<file path="src/rtl/up_counter.sv">
// up_counter: free-running WIDTH-bit binary counter; out is its OUT_WIDTH MSBs.
// Ports: clk, resetn (async, active-low), out[OUT_WIDTH-1:0].
// Optional tick output built only when UP_COUNTER_TICK_EN is defined.
module up_counter #(
  parameter int WIDTH     = 32,
  parameter int OUT_WIDTH = 8
) (
  input  logic                 clk,
  input  logic                 resetn,
  output logic [OUT_WIDTH-1:0] out
`ifdef UP_COUNTER_TICK_EN
  ,
  output logic                 tick
`endif
);

  if (WIDTH < 1 || WIDTH > 64) begin : g_bad_width
    $error("up_counter: WIDTH=%0d outside 1..64", WIDTH);
  end

  if (OUT_WIDTH < 1 || OUT_WIDTH > WIDTH) begin : g_bad_out
    $error("up_counter: OUT_WIDTH=%0d outside 1..WIDTH=%0d",
           OUT_WIDTH, WIDTH);
  end

  logic [WIDTH-1:0] counter_value;
  logic [WIDTH-1:0] counter_d;

  // Wraps naturally modulo 2^WIDTH.
  assign counter_d = counter_value + WIDTH'(1);

  always_ff @(posedge clk or negedge resetn) begin
    if (!resetn) begin
      counter_value <= '0;
    end else begin
      counter_value <= counter_d;
    end
  end

  // No register stage: out tracks counter_value with zero latency.
  assign out = counter_value[WIDTH-1 -: OUT_WIDTH];

`ifdef UP_COUNTER_TICK_EN
  // tick flags that out advances on the next edge.
  if (OUT_WIDTH == WIDTH) begin : g_tick_full
    assign tick = resetn;
  end else begin : g_tick_part
    assign tick = resetn & (&counter_value[WIDTH-OUT_WIDTH-1:0]);
  end
`endif

endmodule

</file>
<file path="config.mk">
export PLATFORM = sky130hd
export DESIGN_NAME = up_counter
export DESIGN_NICKNAME = d
export VERILOG_FILES = /design/src/rtl/up_counter.sv
export SDC_FILE = /design/constraint.sdc
export NUM_CORES = 1
export LEC_CHECK = 0
export ABC_AREA = 1
export CAP_MARGIN = 10
export CORE_AREA = 2 2 61 86
export CTS_CLUSTER_SIZE = 25
export DETAILED_ROUTE_END_ITERATION = 16
export DIE_AREA = 0 0 63 88
export GPL_TIMING_DRIVEN = 0
export HOLD_SLACK_MARGIN = 0.02
export PLACE_DENSITY = 0.66
export SYNTH_ARGS = -nofsm -noshare
export SYNTH_HDL_FRONTEND = slang
export SYNTH_SLANG_ARGS = --single-unit
</file>
<file path="constraint.sdc">
create_clock -name clk -period 3.35 [get_ports clk]
set_input_delay 1.005 -clock clk [delete_from_list [all_inputs] [get_ports clk]]
set_output_delay 1.005 -clock clk [all_outputs]
set_load 0.01 [all_outputs]
</file>
==> reports/metrics.cfg <==
[grt]
grt-ovfl-total = 0
grt_start_max_net_pins = 33
antenna_found_initial = 0
track_usage_pct = 14.4
grt_pass1_vias = 1390
grt_pass1_wl_um = 6090

[pwr]
vdd.ir_drop.worst_v = 0.000247
leakage_nw = 1.02
p_per_area_nw_per_um2 = 335

[clock_tree]
cts.clk_slew.worst_paths_ns = 0.07
tritoncts = done
clk_latency_ns = 0.29
htreeDepth = 2
cts_sinks = 32
cts_setup_buffers = 0
holdBufCountCts = 0
clockRootBuffer = clkbuf_8
clockBufferDepth = 2
cts-resized-gates = 0
cts_buffers = 5

[place]
place.gp.congestion = 0.790
dpl.hpwl_um = 2660
portBuffers = 9

[final_layout]
layout.nets = 248
syn_to_final_growth_pct = 13.8
fill_cells = 503
largest_reg_flops = 32
final_common_cell = nand2_1
largestRegisters = counter_value: 32 flops
num_antenna_cells = 0
fin_util_pct = 44.1
final_cell_mix = 88 x nand2_1, 32 x dfrtp_1, 29 x nor2_1, 18 x inv_1
drive_gt1_share_pct = 15.9
largest-register = counter_value

[status]
status = complete, no violations

[yosys]
syn-num-nets = 232
syn_inst = 229
avgSynthCellArea_um2 = 8.07
yosysUniqueCellTypes = 18
ys_seq_area_share_pct = 43.3
ys_ff_latch = 32
yosysWarnings = 0
syn_area_um2 = 1850

[route]
drc = 0
vias = 1412
antenna_left = 0
wire_per_inst_um = 11.2
drt-pass1-iter-count = 4
viasPerCell = 4.55
drt_iter0_markers = 58
drt_wl_total_um = 3460

[floorplan]
fp-row-count = 30
core_area_um2 = 4770
io_pins = 10
die_x_um = 63
initial_core_util_pct = 38.8
die_y_um = 88
die_area_um2 = 5540

[sta]
hold_viol_final = 0
fin_tns_setup_ns = 0
clock.fmax_ghz = 0.417
fin_crit_sh_pct = 71.6
setup-violations-final = 0
skew_ns = 0.00526
min_period_ns = 2.40
relSlewSlack_pct = 51.4
rsz0062_at_grt = no
slew_viol_final = 0
tightest_slew_ns = 0.729

[worst_setup_path]
criticalPathCategory = flip-flop to primary output
worstPathRequired_ns = 2.34
cp_max_fo = 6
crit_arrival_ns = 1.39
reg2reg_slack_ns = 1.98
crit_start = counter_value[27]$_DFF_PN0_
startpoint_type = flip-flop
end_kind = primary output
reg2reg_from = counter_value[1]$_DFF_PN0_

[hold_path]
hp-class = flip-flop to flip-flop
min_from = counter_value[0]$_DFF_PN0_

[job]
maxCapViolCount = 0

-- metal layers --
layer	vias up	routed length [um]	global-route usage (%)	part of all wire, %
li1	723	-	-	-
met1	661	1430	15.5	41
met2	18	1820	25.5	53
met3	10	103	4.50	3.0
met4	0	109	7.47	3.1
met5	-	0	0	0
-- cell usage after synthesis --
master	number	share of area, %
nor2_1	29	5.9
nand2_2	4	1.4
nor2_4	6	3.7
nor2_2	5	1.7
nand3_1	7	1.9
xor2_1	8	3.8
inv_1	18	3.7
ha_1	1	0.68
nand2_4	3	1.8
xor2_2	2	1.8
nand3b_1	8	3.2
xnor2_1	5	2.4
nor2_8	3	3.2
inv_2	1	0.20
buf_4	8	3.2
o21ai_0	1	0.27
nand2_1	88	18
dfrtp_1	32	43
-- worst max-delay path, stage by stage, from the launching register on --
cell             delay [ns]
dfrtp_1                0.45
buf_4                  0.14
clkdlybuf4s50_1        0.52
-- stage by stage --
step / instance area (um2) / power [mW] / setup WS, ns / std cells / hold WS, ns
floorplan: 1850 / 0.394 / 1.80 / 229 / 0.446
global placement: 2020 / 0.403 / 0.581 / 302 / 0.461
detailed placement: 2010 / 0.402 / 1.25 / 302 / 0.468
CTS: 2100 / 0.714 / 0.934 / 310 / 0.477
global route: 2100 / 0.733 / 0.902 / 310 / 0.507
finish: 2100 / 0.705 / 0.952 / 310 / 0.475
-- final timing paths --
check | to | depth (start not counted)
worst max-delay path | out[3] | 2
min in group asynchronous | counter_value[1]$_DFF_PN0_ | 1
worst max register to register | counter_value[30]$_DFF_PN0_ | 8
worst min-delay path | counter_value[0]$_DFF_PN0_ | 1
worst min register to register | counter_value[0]$_DFF_PN0_ | 1
max in group asynchronous | counter_value[24]$_DFF_PN0_ | 1
-- logic make-up after synthesis --
kind of cell | after synthesis | share of synthesized area (%)
compound gates | 1 | 0.271
xor+xnor | 15 | 7.92
fa+ha+maj | 1 | 0.677
buf+inv | 27 | 7.11
flops | 32 | 43.3
simple gates | 153 | 40.7
-- where the power goes --
part / total (mW) / switching [mW] / leakage (nW) / internal, mW
logic: 0.00781 / 0.00739 / 0.544 / 0.000419
registers: 0.386 / 0 / 0.433 / 0.386
clock network: 0.311 / 0.144 / 0.0455 / 0.168
-- cell type report --
| cell class | count | area [um2] | area share [%] |
|---|---|---|---|
| Buffer | 8 | 60.1 | 2.86 |
| Tap cell | 64 | 80.1 | 3.81 |
| Sequential cell | 32 | 801 | 38.1 |
| Inverter | 19 | 71.3 | 3.39 |
| Multi-Input combinational cell | 170 | 916 | 43.5 |
| Clock buffer | 8 | 90.1 | 4.28 |
| Timing Repair Buffer | 9 | 85.1 | 4.05 |
No activity file was read; power rests on OpenSTA's default activity.
